`config.mk`:
```
export PLATFORM = sky130hd
export DESIGN_NAME = tt_um_ternary_mac
export DESIGN_NICKNAME = d
export VERILOG_FILES = /design/src/rtl/tt_um_ternary_mac.sv
export SDC_FILE = /design/constraint.sdc
export NUM_CORES = 1
export LEC_CHECK = 0
export ABC_AREA = 1
export CAP_MARGIN = 20
export CORE_MARGIN = 1
export CORE_UTILIZATION = 30
export CTS_CLUSTER_SIZE = 8
export DETAILED_ROUTE_END_ITERATION = 6
export PLACE_DENSITY = 0.59
export SYNTH_ARGS = -nofsm -noshare
export SYNTH_HDL_FRONTEND = slang
export SYNTH_SLANG_ARGS = --single-unit
```
`constraint.sdc`:
```
create_clock -name clk -period 4.38 [get_ports clk]
set_input_delay 0.657 -clock clk [delete_from_list [all_inputs] [get_ports clk]]
set_output_delay 0.657 -clock clk [all_outputs]
set_load 0.01 [all_outputs]
```
`src/rtl/tt_um_ternary_mac.sv`:
```
// tt_um_ternary_mac: ternary matrix-vector multiply-accumulate engine.
// Streams one signed activation per accepted cycle and adds, subtracts or
// skips it into one accumulator per output neuron, selected by the 2-bit
// ternary weight (01 = +1, 11 = -1, 00/10 = 0). After a full input vector
// the MAX_OUT_LEN sums are drained serially, one per cycle.
// Optional build macro: TERNARY_MAC_RELU_EN clamps negative results to zero
// on the output only; the accumulators keep their raw values.
// Reset is synchronous, active-low. ena low behaves like reset (abort).
// Assumes MAX_OUT_LEN >= 2 so that uo_out_idx has at least one bit.

module tt_um_ternary_mac #(
  parameter int MAX_IN_LEN  = 16,
  parameter int MAX_OUT_LEN = 8,
  parameter int IN_BITS     = 8,
  parameter int ACC_BITS    = 13
) (
  input  logic                                 clk,
  input  logic                                 rst_n,
  input  logic                                 ena,
  input  logic [2*MAX_IN_LEN*MAX_OUT_LEN-1:0]  ui_weights,
  input  logic                                 ui_in_valid,
  input  logic [IN_BITS-1:0]                   ui_in_data,
  output logic                                 uo_out_valid,
  output logic [ACC_BITS-1:0]                  uo_out_data,
  output logic [$clog2(MAX_OUT_LEN)-1:0]       uo_out_idx,
  output logic                                 uo_busy,
  output logic                                 uo_done
);

  localparam int OIDX_W = $clog2(MAX_OUT_LEN);
  localparam int IIDX_W = (MAX_IN_LEN > 1) ? $clog2(MAX_IN_LEN) : 1;
  localparam logic [IIDX_W-1:0] LAST_IN  = IIDX_W'(MAX_IN_LEN - 1);
  localparam logic [OIDX_W-1:0] LAST_OUT = OIDX_W'(MAX_OUT_LEN - 1);

  typedef enum logic [1:0] {
    S_IDLE  = 2'd0,
    S_ACCUM = 2'd1,
    S_DRAIN = 2'd2
  } state_t;

  // Contribution of one activation under one ternary weight: add, subtract or skip.
  function automatic logic signed [ACC_BITS-1:0] ternary_term(
    input logic [1:0]                 w,
    input logic signed [ACC_BITS-1:0] x
  );
    logic signed [ACC_BITS-1:0] t;
    case (w)
      2'b01:   t = x;
      2'b11:   t = -x;
      default: t = {ACC_BITS{1'b0}};
    endcase
    return t;
  endfunction

  state_t                      r_state;
  logic [IIDX_W-1:0]           r_in_idx;
  logic [OIDX_W-1:0]           r_out_idx;
  logic signed [ACC_BITS-1:0]  r_acc      [MAX_OUT_LEN];

  logic [2*MAX_OUT_LEN-1:0]    w_rows     [MAX_IN_LEN];
  logic [2*MAX_OUT_LEN-1:0]    w_row;
  logic signed [ACC_BITS-1:0]  w_x_ext;
  logic signed [ACC_BITS-1:0]  w_acc_next [MAX_OUT_LEN];
  logic signed [ACC_BITS-1:0]  w_sel_acc;

  // Split the flat weight bus into one row (all outputs) per input index.
  for (genvar gi = 0; gi < MAX_IN_LEN; gi++) begin : g_rows
    assign w_rows[gi] = ui_weights[gi*2*MAX_OUT_LEN +: 2*MAX_OUT_LEN];
  end

  // Row for the current input, sign-extended activation and updated sums.
  always_comb begin
    w_row   = w_rows[r_in_idx];
    w_x_ext = {{(ACC_BITS-IN_BITS){ui_in_data[IN_BITS-1]}}, ui_in_data};
    for (int j = 0; j < MAX_OUT_LEN; j++) begin
      w_acc_next[j] = r_acc[j] + ternary_term(w_row[2*j +: 2], w_x_ext);
    end
  end

  // Control FSM and accumulators; reset and ena-low abort clear everything.
  always_ff @(posedge clk) begin
    if (!rst_n || !ena) begin
      r_state   <= S_IDLE;
      r_in_idx  <= {IIDX_W{1'b0}};
      r_out_idx <= {OIDX_W{1'b0}};
      for (int j = 0; j < MAX_OUT_LEN; j++) begin
        r_acc[j] <= {ACC_BITS{1'b0}};
      end
    end else begin
      case (r_state)
        S_IDLE, S_ACCUM: begin
          if (ui_in_valid) begin
            for (int j = 0; j < MAX_OUT_LEN; j++) begin
              r_acc[j] <= w_acc_next[j];
            end
            if (r_in_idx == LAST_IN) begin
              r_in_idx <= {IIDX_W{1'b0}};
              r_state  <= S_DRAIN;
            end else begin
              r_in_idx <= r_in_idx + IIDX_W'(1);
              r_state  <= S_ACCUM;
            end
          end else begin
            r_state <= r_state;
          end
        end
        S_DRAIN: begin
          if (r_out_idx == LAST_OUT) begin
            r_out_idx <= {OIDX_W{1'b0}};
            r_state   <= S_IDLE;
            for (int j = 0; j < MAX_OUT_LEN; j++) begin
              r_acc[j] <= {ACC_BITS{1'b0}};
            end
          end else begin
            r_out_idx <= r_out_idx + OIDX_W'(1);
          end
        end
        default: begin
          r_state   <= S_IDLE;
          r_in_idx  <= {IIDX_W{1'b0}};
          r_out_idx <= {OIDX_W{1'b0}};
        end
      endcase
    end
  end

  // Result interface decoded from state and the drain index; zero outside DRAIN.
  always_comb begin
    w_sel_acc = r_acc[r_out_idx];
    uo_busy   = (r_state != S_IDLE);
    if (r_state == S_DRAIN) begin
      uo_out_valid = 1'b1;
      uo_out_idx   = r_out_idx;
      uo_done      = (r_out_idx == LAST_OUT);
`ifdef TERNARY_MAC_RELU_EN
      if (w_sel_acc[ACC_BITS-1]) begin
        uo_out_data = {ACC_BITS{1'b0}};
      end else begin
        uo_out_data = w_sel_acc;
      end
`else
      uo_out_data = w_sel_acc;
`endif
    end else begin
      uo_out_valid = 1'b0;
      uo_out_idx   = {OIDX_W{1'b0}};
      uo_done      = 1'b0;
      uo_out_data  = {ACC_BITS{1'b0}};
    end
  end

endmodule

```
# Word level (Yosys, flattened, before mapping)
# Memory sizes are Yosys's and may differ from the RTL's. A register that Yosys moved wholly into a read port is not among the register bits.
# Cells that the tools add are included.
dict set report classes {
  n_addsub 11
  magnitude_cmp 1
  eq_ne 22
  muxes 52
  n_bitwise 18
  n_reduce_logical 8
}
# cell count
set ops {}
lappend ops {{13-bit 2-to-1 mux} 17}
lappend ops {{13-bit one-hot mux with 2 select lines} 8}
lappend ops {{13-bit adder} 8}
lappend ops {{16-bit binary-select mux with 4-bit select} 1}
lappend ops {{16-bit 2-to-1 mux} 2}
lappend ops {{2-bit by 1-bit equality test with 1-bit output (second input constant)} 9}
lappend ops {{2-bit equality test (second input constant)} 9}
lappend ops {{1-bit OR} 16}
lappend ops {{8-bit negation with 13-bit output} 1}
lappend ops {{1-bit 2-to-1 mux} 12}
lappend ops {{3-bit 2-to-1 mux} 4}
lappend ops {{4-bit 2-to-1 mux} 2}
lappend ops {{4-bit one-hot mux with 2 select lines} 1}
lappend ops {{2-bit 2-to-1 mux} 3}
lappend ops {{3-bit one-hot mux with 2 select lines} 1}
lappend ops {{5-bit >= comparator (second input constant)} 1}
lappend ops {{4-bit NOT with 5-bit output} 1}
lappend ops {{4-bit by 1-bit adder with 4-bit output (second input constant)} 1}
lappend ops {{4-bit equality test (second input constant)} 1}
lappend ops {{2-bit inequality test (second input constant)} 2}
lappend ops {{2-bit one-hot mux with 2 select lines} 1}
lappend ops {{2-bit AND reduction} 2}
lappend ops {{3-bit by 1-bit adder with 3-bit output (second input constant)} 1}
lappend ops {{3-bit equality test (second input constant)} 1}
lappend ops {{6 further kinds} 7}
dict set report totals {
  register_bits 9
  ramBits 104
  inputBits 268
  output_inout_bits 19
  wordCells 116
  n_memories 1
}
# name depth word_bits rd rd_clocked_by_memory_dff write_ports line
set memory_table {}
lappend memory_table {r_acc 8 13 9 1 8 58} ;# logic signed [ACC_BITS-1:0] r_acc [MAX_OUT_LEN];

# Longest topological paths before layout
# Gate-level depths: netlist (run 1).
dict set report logic_depth {
  word_depth 9
  mapped_depth 25
  mapped_depth_nobuf 23
}

# Worst setup path before layout (run 1)
# Ideal clock, no wire load.
dict set report synth_timing {
  path_type {input to register}
  from {input ui_in_data[0]}
  to {memory r_acc[7][12]}
  setup_time_ns 0.113
  t_arrival_ns 3.159
  required_time_ns 4.267
  path_slack_ns 1.108
  cell_stages 21
  n_path_buf 0
  path_cell_list {clkinv_1 > ha_1 > nand3_1 > nor2_1 > nand2_1 > xor2_1 > o22ai_1 > ha_1 > nand2_1 > inv_1 > a21oi_1 > inv_1 > a21oi_1 > inv_1 > nand2_1 > nand2_1 > inv_1 > nand3_1 > nand3_1 > nor2b_1 > nor2_1}
}
# item line
set synth_lines {}
lappend synth_lines {{start: declaration} 22} ;# input logic [IN_BITS-1:0] ui_in_data,
lappend synth_lines {{end: declaration} 58}

==> impl_metrics.yaml, run 1 <==
status:
  status: "completed"
cells_and_area:
  layout.cells.non_filler: 2806
  fin_area_um2: 16820
  diodes: 0
  fin_nets: 2630
  final_layout_size_suffix_gt1_share_pct: 5.911
  area_growth_pct: 32.29
setup_path:
  r2r_setup_slack_ns: 0.46
  worstRegToRegCells: 19
  critical_path.max_stage_delay_ns: 0.43
  end_kind: "flip-flop"
  worst_path_max_delay_cell: "inv_6"
  arrival_ns: 4.11
  cp-start-kind: "flip-flop"
  r2r-end: "r_acc[3][9]$_SDFFCE_PP0P_"
  r2r-start: "r_in_idx[0]$_SDFFE_PP0P_"
  cp_max_fo: 78
  cp_common_cell: "nand2_1"
  crit_type: "reg -> reg"
  path_cells: "inv_6, buf_4, nand2_1, nand3_1, nand3_1, nand3_1, nand2_1, inv_1, nand2_1, o22ai_1, ha_1, nand2_1, nand2_1, a31oi_1, inv_1, a21oi_1, o21ai_0, o21ai_0, a21oi_1"
  worst_ep_required_time_ns: 4.57
detailed_routing:
  ant_nets: 0
  initialDrtViolationCount: 1293
  vias: 15100
  wl_per_cell_um: 19.02
  drt_wl_total_um: 53380
  remaining_drc_errors: 0
  via_per_inst: 5.382
  first_pass_iters: 7
min_path:
  hold_path_depth: 2
  min_to: "r_acc[4][3]$_SDFFE_PP0P_"
  min_from: "r_acc[4][3]$_SDFFE_PP0P_"
  holdCritPathClass: "reg -> reg"
timing:
  setup-tns-final_ns: 0
  fmax_mhz: 255.4
  tightest_slew_ns: 0.8523
  finalSetupViolCount: 0
  layout_worst_path_cycle_share_pct: 89.39
  rsz0062_at_grt: "no"
  skew_ns: 0.01105
  hold_viol_final: 0
  drv_slew: 0
  period_needed_ns: 3.915
  slew_headroom_pct: 42.80
pwr:
  peakVddDrop_v: 0.0002797
  p_total_mw: 3.978
  p_per_area_nw_per_um2: 236.5
  power.leakage_nw: 7.411
run:
  maxCapViolCount: 0
clock_network:
  cts_tree: "done"
  cts.path.max_buffers: 2
  cts-root-buf: "clkbuf_16"
  cts_sinks: 116
  cts_resized: 0
  worstSkewPairLatency_ns: 0.45
  cts_made_buffers: 17
  cts.htree.levels: 4
  post-cts-setup-buffer-count: 0
  ctsHoldBuffers: 0
  clkTransAtPathRegs_ns: 0.06
floorplanning:
  coreArea_um2: 41850
  io_pins: 287
  die_w_um: 207.9
  design.die.area_um2: 43210
  start_util_pct: 30.38
  die_h_um: 207.9
  row_count: 75
logic_synthesis:
  yosys.cell_types.count: 46
  synth.avg_cell_area_um2: 6.393
  synthesis.instances: 1989
  ys_seq_area_share_pct: 22.36
  syn-cell-area_um2: 12710
  ys.flop_type: "dfxtp_1"
  ys_warn_count: 0
  syn-num-nets: 2365
  synth_enable_flop_cells: 52
  async_flop_share_pct: 0
  ys_ff_latch: 116
grt:
  grt-ovfl-total: 0
  grt_pass1_vias: 14380
  grt.total_usage_pct: 24.29
  grt_max_degree: 79
  antenna_found_initial: 0
  grt_pass1_wl_um: 81600
placed_design:
  dp_hpwl_um: 41250
  placed_area_um2: 16210
  io_buffers: 286
  gp_congestion: 0.9294
  place_inst: 2774
[registers in the layout (all words and copies together) (netlist names), named ones only]
signal     cells
r_state        2
r_acc        104
r_in_idx       4
r_out_idx      3
[per-stage QoR]
stage / hold slack (ns) / setup slack (ns) / utilization, %
floorplan: 0.4478 / 1.108 / -
global placement: 0.4668 / 0.3274 / 38.72
detailed placement: 0.4775 / 0.2602 / 38.72
CTS: 0.4858 / 0.5495 / 40.19
global route: 0.5052 / 0.1280 / 40.19
finish: 0.4863 / 0.4647 / 40.19
[cells in the final DEF (no fill, tap or decap), types with 4 or more instances in the layout]
| cell | n |
|---|---|
| nand2_1 | 409 |
| clkdlybuf4s50_1 | 286 |
| o21ai_0 | 211 |
| nand3_1 | 206 |
| nor2_1 | 204 |
| inv_1 | 188 |
| a21oi_1 | 184 |
| ha_1 | 100 |
| dfxtp_1 | 62 |
| o22ai_1 | 60 |
| buf_4 | 53 |
| edfxtp_1 | 52 |
| o211ai_1 | 29 |
| xor2_1 | 20 |
| clkbuf_16 | 18 |
| or2_2 | 15 |
| a21o_1 | 14 |
| a31oi_1 | 13 |
| o21bai_1 | 13 |
| nand3_2 | 12 |
| a311oi_1 | 11 |
| nand2_2 | 10 |
| o21ai_1 | 8 |
| o2111ai_1 | 8 |
| fa_1 | 8 |
| nor3_1 | 6 |
| nand4_1 | 6 |
| o21a_1 | 5 |
| xnor2_1 | 5 |
| inv_2 | 4 |
| clkinv_1 | 4 |
| o221ai_1 | 4 |
| clkinv_2 | 4 |
[report_power, final]
part / switching (mW) / total [mW] / internal [mW]
clock: 0.564 / 1.52 / 0.954
combinational: 0.690 / 1.23 / 0.540
sequential: 0.0442 / 1.23 / 1.19
total: 1.30 / 3.98 / 2.68
[critical path: cells and delay by family (launching register included)]
family / cells / cell delay [ns]
compound gates: 6 / 1.13
simple gates: 8 / 0.86
buf+inv: 4 / 0.97
fa+ha+maj: 1 / 0.31
flops: 1 / 0.37
[cells by family after synthesis]
family	Yosys count	share of synthesized area (%)
AO/OA/AOI/OAI	566	25.16
XOR/XNOR	25	1.722
adder cells (fa/ha/maj)	108	11.10
buffers and inverters	293	9.900
flip-flops	116	22.36
AND/OR/NAND/NOR	881	29.76
[Yosys cell counts, types with 11 or more instances]
master | n | area [um2]
nand3_1 | 206 | 1031
nand3_2 | 12 | 120.1
buf_4 | 12 | 90.09
o211ai_1 | 29 | 217.7
inv_1 | 189 | 709.4
ha_1 | 100 | 1251
a311oi_1 | 11 | 96.34
nor2_1 | 204 | 765.7
clkbuf_1 | 40 | 150.1
o22ai_1 | 60 | 375.4
edfxtp_1 | 52 | 1562
o21ai_0 | 211 | 1056
buf_2 | 30 | 150.1
xor2_1 | 20 | 175.2
a21oi_1 | 184 | 920.9
dfxtp_1 | 64 | 1281
or2_2 | 15 | 93.84
a21o_1 | 14 | 105.1
nand2_1 | 411 | 1543
o21bai_1 | 13 | 97.59
a31oi_1 | 13 | 81.33
[area by class of cell]
class | instances | area, um2
clock inverters | 9 | 125.1
fillers | 4428 | 25030
repair buffers | 342 | 3321
inverters | 197 | 744.5
well taps | 539 | 674.4
flip-flops and latches | 116 | 2848
clock buffers | 23 | 489.2
multi-input cells | 1580 | 8618
[how the worst max path moves through the flow]
stage	startpoint	endpoint	slack (ns)	depth (start not counted)
6_report	r_in_idx[0]$_SDFFE_PP0P_	r_acc[3][9]$_SDFFCE_PP0P_	0.46	19
5_1_grt	r_in_idx[0]$_SDFFE_PP0P_	r_acc[6][9]$_SDFFE_PP0P_	0.13	22
4_1_cts	r_in_idx[0]$_SDFFE_PP0P_	r_acc[3][9]$_SDFFCE_PP0P_	0.55	19
3_5_place_dp	ui_in_data[3]	r_acc[3][10]$_SDFFCE_PP0P_	0.26	15
3_3_place_gp	ui_in_data[3]	r_acc[3][10]$_SDFFCE_PP0P_	0.33	15
2_1_floorplan	ui_in_data[0]	r_acc[7][12]$_SDFFE_PP0P_	1.11	21
[metal layers]
metal | part of all wire, % | GRT usage (%) | vias up
met2 | 47 | 40.29 | 595
met1 | 44 | 32.47 | 7024
met4 | 2.9 | 8.097 | 0
met3 | 6.2 | 3.056 | 96
li1 | - | - | 7386
met5 | 0 | 0 | -
(Power assumes the default switching activity.)
==> run 2: changes to the inputs <==
--- a/config.mk
+++ b/config.mk
@@ -11,6 +11,7 @@
 export CORE_UTILIZATION = 30
 export CTS_CLUSTER_SIZE = 8
 export DETAILED_ROUTE_END_ITERATION = 6
+export GPL_ROUTABILITY_DRIVEN = 0
 export PLACE_DENSITY = 0.59
 export SYNTH_ARGS = -nofsm -noshare
 export SYNTH_HDL_FRONTEND = slang
==> run 2 against run 1 <==
Compared with the run above:
- combinational power barely moved
- critical path type unchanged
- critical path depth up 1
- global-route usage grew 0.11 points
- register-to-register slack better by 0.04 ns
- routed wire length about the same
- design area is 0.18% lower
- via count barely moved
- worst hold slack worse by 0.0030 ns
- sequential share of layout area about the same
- largest power group unchanged
- fmax is 1.1% higher
- first-iteration DRC count is 19% higher
==> impl_metrics.yaml, run 2 (synthesis results as in run 1) <==
setup_path:
  worst_ep_required_time_ns: 4.72
  critical_path.max_stage_delay_ns: 0.48
  cp_max_fo: 92
  r2r-start: "r_in_idx[0]$_SDFFE_PP0P_"
  crit_type: "reg -> reg"
  r2r-end: "r_acc[6][9]$_SDFFE_PP0P_"
  path_buf_inv: 3
  worstRegToRegCells: 20
  arrival_ns: 4.22
  path_delay_family: "simple AND/OR/NAND/NOR gates"
  end_kind: "flip-flop"
  path_cells: "inv_6, buf_4, nor2_1, o211ai_1, nand3_1, nand2_1, nand2_1, o22ai_1, ha_1, a21oi_1, nand2_1, nand2_1, nand2_1, a21oi_1, o21ai_0, nand3_1, a21o_1, nand3_1, nand2_1, inv_1"
  cp_common_cell: "nand2_1"
  r2r_setup_slack_ns: 0.51
  worst_path_max_delay_cell: "inv_6"
  cp-start-kind: "flip-flop"
detailed_routing:
  vias: 15100
  initialDrtViolationCount: 1539
  via_per_inst: 5.388
  drt_wl_total_um: 53350
  remaining_drc_errors: 0
  wl_per_cell_um: 19.04
  ant_nets: 0
  first_pass_iters: 6
pwr:
  p_total_mw: 3.943
  p_per_area_nw_per_um2: 234.9
  power.leakage_nw: 7.385
  peakVddDrop_v: 0.0001940
timing:
  fmax_mhz: 258.1
  rsz0062_at_grt: "no"
  layout_worst_path_cycle_share_pct: 88.45
  drv_slew: 0
  hold_viol_final: 0
  tightest_slew_ns: 0.8792
  finalSetupViolCount: 0
  timing.final.ws_setup_ns: 0.5059
  slew_headroom_pct: 41.31
  period_needed_ns: 3.874
  skew_ns: 0.009027
  setup-tns-final_ns: 0
grt:
  grt-ovfl-total: 0
  grt.total_usage_pct: 24.40
  grt_pass1_vias: 14620
  grt_pass1_wl_um: 82210
  antenna_found_initial: 1
  grt_max_degree: 106
floorplanning:
  die_w_um: 207.9
  design.die.area_um2: 43210
  coreArea_um2: 41850
  start_util_pct: 30.38
  die_h_um: 207.9
  row_count: 75
  io_pins: 287
placed_design:
  place_ws_ns: 0.3035
  io_buffers: 286
  dp_hpwl_um: 40960
clock_network:
  cts.path.max_buffers: 2
  clkTransAtPathRegs_ns: 0.06
  cts_tree: "done"
  cts.htree.levels: 4
  cts_sinks: 116
  ctsHoldBuffers: 0
  cts-root-buf: "clkbuf_16"
  cts_made_buffers: 17
  worstSkewPairLatency_ns: 0.44
  post-cts-setup-buffer-count: 0
  cts_resized: 0
cells_and_area:
  mostFrequentLayoutCell: "nand2_1"
  largest_reg_flops: 104
  mostFrequentLayoutCells: "409 x nand2_1, 286 x clkdlybuf4s50_1, 211 x o21ai_0"
  fin_nets: 2625
  fin_util_pct: 40.12
  top_regs: "r_acc: 104 flops, r_in_idx: 4 flops, r_out_idx: 3 flops"
  largest_register: "r_acc"
  final_layout_size_suffix_gt1_share_pct: 5.747
  area_growth_pct: 32.05
run:
  maxCapViolCount: 0
min_path:
  min_to: "r_acc[5][10]$_SDFFE_PP0P_"
  min_from: "r_acc[5][10]$_SDFFE_PP0P_"
  holdCritPathClass: "reg -> reg"
  hold_path_depth: 2
status:
  status: "completed"
-- run 2: how the worst max path moves through the flow --
stage,to,from,slack (ns),depth (start not counted)
global placement,r_acc[0][10]$_SDFFCE_PN0P_,ui_in_data[1],0.31,16
global route,r_acc[3][9]$_SDFFCE_PP0P_,r_in_idx[0]$_SDFFE_PP0P_,0.14,19
detailed placement,r_acc[0][10]$_SDFFCE_PN0P_,ui_in_data[1],0.30,16
finish,r_acc[6][9]$_SDFFE_PP0P_,r_in_idx[0]$_SDFFE_PP0P_,0.51,20
CTS,uo_out_data[3],flip-flop,0.49,7
floorplan,r_acc[7][12]$_SDFFE_PP0P_,ui_in_data[0],1.11,21
-- run 2: worst reg2reg max path: stages (launching register included) --
cell,delay [ns]
dfxtp_4,0.37
inv_6,0.48
buf_4,0.29
nor2_1,0.05
o211ai_1,0.18
nand3_1,0.14
nand2_1,0.19
nand2_1,0.29
o22ai_1,0.25
ha_1,0.32
a21oi_1,0.16
nand2_1,0.12
nand2_1,0.08
nand2_1,0.05
a21oi_1,0.22
o21ai_0,0.18
nand3_1,0.13
a21o_1,0.12
nand3_1,0.06
nand2_1,0.07
inv_1,0.04
-- run 2: metrics by stage --
step	cells	hold slack [ns]	area, um2
final	2802	0.4833	16790
after global routing	2802	0.5188	16790
after CTS	2801	0.4840	16790
after detailed placement	2769	0.4742	16180
after global placement	2769	0.4665	16180
after floorplan	1989	0.4478	12710
-- run 2: report_power, final --
group	switching [mW]	total, mW	internal, mW	leakage, nW
logic	0.692	1.23	0.539	5.96
clock network	0.582	1.48	0.901	0.296
registers	0.0439	1.23	1.19	1.12
-- run 2: per-layer routing --
metal	track usage (%)	wire length, um
met5	0	0
met4	8.046	1481
met3	2.965	3392
met2	41.00	25250
met1	32.29	23230
-- run 2: final cells by class --
class | count | area (um2)
flip-flops and latches | 116 | 2848
multi-input cells | 1580 | 8618
clock inverters | 11 | 125.1
fillers | 4392 | 25060
diodes | 1 | 2.502
inverters | 197 | 744.5
clock buffers | 21 | 481.7
well taps | 539 | 674.4
repair buffers | 337 | 3296
==> run 3: changes to the inputs <==
--- a/config.mk
+++ b/config.mk
@@ -5,14 +5,13 @@
 export SDC_FILE = /design/constraint.sdc
 export NUM_CORES = 1
 export LEC_CHECK = 0
-export ABC_AREA = 1
 export CAP_MARGIN = 20
 export CORE_MARGIN = 1
 export CORE_UTILIZATION = 30
 export CTS_CLUSTER_SIZE = 8
 export DETAILED_ROUTE_END_ITERATION = 6
 export GPL_ROUTABILITY_DRIVEN = 0
-export PLACE_DENSITY = 0.59
+export PLACE_DENSITY = 0.6
 export SYNTH_ARGS = -nofsm -noshare
 export SYNTH_HDL_FRONTEND = slang
 export SYNTH_SLANG_ARGS = --single-unit
==> run 3 against run 2 <==
Compared with the run above:
- worst setup slack got worse by 0.44 ns
- clock skew decreased by 0.00087 ns
- die area decreased by 4.3%
- routed wire length decreased by 14%
- power increased by 0.69%
- count of clock-buffer cells in the layout increased by 4
- worst hold slack got worse by 0.011 ns
==> impl_metrics.yaml, run 3 <==
status:
  status: "completed"
cells_and_area:
  multi_input_area_um2: 8931
  fin_nets: 2114
  top_regs: "r_acc: 104 flops, r_in_idx: 4 flops, r_out_idx: 3 flops"
  layout.cells.non_filler: 2278
  final_layout_size_suffix_gt1_share_pct: 20.22
  mostFrequentLayoutCells: "284 x clkdlybuf4s50_1, 174 x buf_4, 155 x nor2_1"
  largest_register: "r_acc"
  area_growth_pct: 43.95
  mostFrequentLayoutCell: "clkdlybuf4s50_1"
  fin_area_um2: 17510
  fillers: 3884
  regArea_um2: 2851
  largest_reg_flops: 104
logic_synthesis:
  ys_seq_area_share_pct: 23.36
  netlist_top_cells_area: "mux4_2 16%, edfxtp_1 13%, dfxtp_1 11%"
  syn-num-nets: 1705
  synth_common_cells: "157 x nor2_1, 142 x a21oi_1, 101 x nand2_1"
  synth_enable_flop_cells: 52
  synth.most_common_cell: "nor2_1"
  synth.avg_cell_area_um2: 9.155
  syn-cell-area_um2: 12170
  ys_warn_count: 0
  async_flop_share_pct: 0
  synth_top_cell_area_share_pct: 15.92
  yosysTopAreaCell: "mux4_2"
  ys_ff_latch: 116
  synthesis.instances: 1329
  yosys.cell_types.count: 59
  ys.flop_type: "dfxtp_1"
timing:
  hold_viol_final: 0
  timing.final.ws_setup_ns: 0.06588
  layout_worst_path_cycle_share_pct: 98.50
  fmax_mhz: 231.8
  finalSetupViolCount: 0
  rsz0062_at_grt: "yes"
  slew_headroom_pct: 43.34
  skew_ns: 0.008159
  drv_slew: 0
  period_needed_ns: 4.314
  tightest_slew_ns: 0.8487
clock_network:
  cts.htree.levels: 4
  cts-root-buf: "clkbuf_16"
  clkTransAtPathRegs_ns: 0.06
  worstSkewPairLatency_ns: 0.43
  ctsHoldBuffers: 0
  cts_sinks: 116
  cts_made_buffers: 17
  cts.path.max_buffers: 2
  cts_tree: "done"
grt:
  grt_max_degree: 40
  grt_pass1_vias: 12000
  grt-ovfl-total: 0
  antenna_found_initial: 3
  grt_pass1_wl_um: 68740
  grt.total_usage_pct: 22.00
pwr:
  power.switching_mw: 1.178
  peakVddDrop_v: 0.0002852
  swShare_pct: 29.66
  intPower_mw: 2.793
  p_per_area_nw_per_um2: 226.7
  p_comb_share_pct: 32.5
  clkPwrFrac_pct: 36.4
  p_seq_share_pct: 31.1
  power.leakage_nw: 7.204
floorplanning:
  die_w_um: 203.4
  design.die.area_um2: 41370
  row_count: 73
  coreArea_um2: 39820
  die_h_um: 203.4
  io_pins: 287
  start_util_pct: 30.55
placed_design:
  dp_hpwl_um: 37310
  placed_area_um2: 16630
  io_buffers: 286
  place_inst: 2223
  place_ws_ns: -0.5896
setup_path:
  end_kind: "flip-flop"
  worstRegToRegCells: 15
  cp_max_fo: 7
  worst_ep_required_time_ns: 4.73
  crit_type: "reg -> reg"
  cp-start-kind: "flip-flop"
  arrival_ns: 4.66
detailed_routing:
  initialDrtViolationCount: 717
  via_per_inst: 5.263
  first_pass_iters: 5
  ant_nets: 0
  vias: 11990
  remaining_drc_errors: 0
  drt_wl_total_um: 45680
  wl_per_cell_um: 20.05
min_path:
  holdCritPathClass: "reg -> reg"
  hold_path_depth: 2
run:
  maxCapViolCount: 0
## run 3: changes by cell type in the layout (fill, tap and decap cells not counted), moves of 49 or more
cell     delta
nand2_1   -309
o21ai_0   -137
buf_4     +127
nand3_1   -185
o22ai_1    -59
nor2_1     -49
inv_1     -159
mux4_2     +86
## run 3: final cells by class
type | count | share of cell area [%]
Sequential cell | 116 | 16.28
Clock inverter | 7 | 0.3643
Antenna cell | 2 | 0.02858
Multi-Input combinational cell | 1100 | 50.99
Timing Repair Buffer | 472 | 24.85
Tap cell | 525 | 3.751
Clock buffer | 25 | 3.072
Inverter | 31 | 0.6644
## run 3: what timing repair did
item	CTS	global route
pin swaps	1	12
gates cloned	0	0
endpoints found under the setup margin	4	12
resized for setup	4	30
buffers inserted	3	18
## run 3: per-layer routing
layer,routed length [um],up-vias,global-route usage [%],part of all wire (%)
li1,-,5786,-,-
met1,19160,5741,27.30,42
met2,22730,414,38.46,50
met3,2281,47,2.908,5.0
met4,1496,2,8.620,3.3
met5,10,-,0,0.022
## run 3: path summary, 6_finish.rpt
| check | from | endpoint | slack, ns |
|---|---|---|---|
| worst max-delay path | r_in_idx[0]$_SDFFE_PP0P_ | r_acc[4][12]$_SDFFE_PP0P_ | 0.07 |
| worst min register to register | r_acc[4][6]$_SDFFE_PP0P_ | r_acc[4][6]$_SDFFE_PP0P_ | 0.47 |
| worst min-delay path | r_acc[4][6]$_SDFFE_PP0P_ | r_acc[4][6]$_SDFFE_PP0P_ | 0.47 |
| worst max register to register | r_in_idx[0]$_SDFFE_PP0P_ | r_acc[4][12]$_SDFFE_PP0P_ | 0.07 |
## run 3: kinds of logic after synthesis
| kind of cell | Yosys count | share of synthesized area, % |
|---|---|---|
| AOI/OAI and AO/OA | 364 | 19.15 |
| xor gates and xnor gates | 95 | 6.839 |
| adders and majority gates | 108 | 11.60 |
| buffers and inverters | 113 | 4.206 |
| DFF | 116 | 23.36 |
| muxes | 134 | 19.90 |
| and+or+nand+nor | 399 | 14.94 |
## run 3: power groups by stage
| stage | Clock, mW | Sequential (mW) | Combinational (mW) |
|---|---|---|---|
| after floorplan | 0 | 1.23 | 0.712 |
| after global placement | 0 | 1.25 | 1.23 |
| after detailed placement | 0 | 1.26 | 1.25 |
| after CTS | 1.47 | 1.23 | 1.26 |
| after global routing | 1.51 | 1.24 | 1.40 |
| final | 1.45 | 1.24 | 1.29 |
## run 3: stage by stage
stage	util, %	TNS (ns)	hold WS, ns	power, mW
floorplan	-	0	0.4435	1.939
global placement	41.77	-2.434	0.4622	2.484
detailed placement	41.77	-2.898	0.4654	2.510
CTS	43.37	0	0.4733	3.967
global route	43.98	-0.1363	0.5027	4.150
finish	43.98	0	0.4725	3.971
## run 3: worst max-delay path, stage by stage (launching register included)
cell      delay (ns)
dfxtp_4         0.46
buf_4           0.15
mux4_2          0.56
a22o_1          0.24
a221oi_4        0.32
buf_6           0.17
nor2_1          0.07
fa_2            0.43
a211oi_2        0.19
nor2_1          0.10
o31ai_2         0.35
o21ai_2         0.15
o41ai_4         0.35
nor3_2          0.08
or4_1           0.46
a21oi_1         0.15
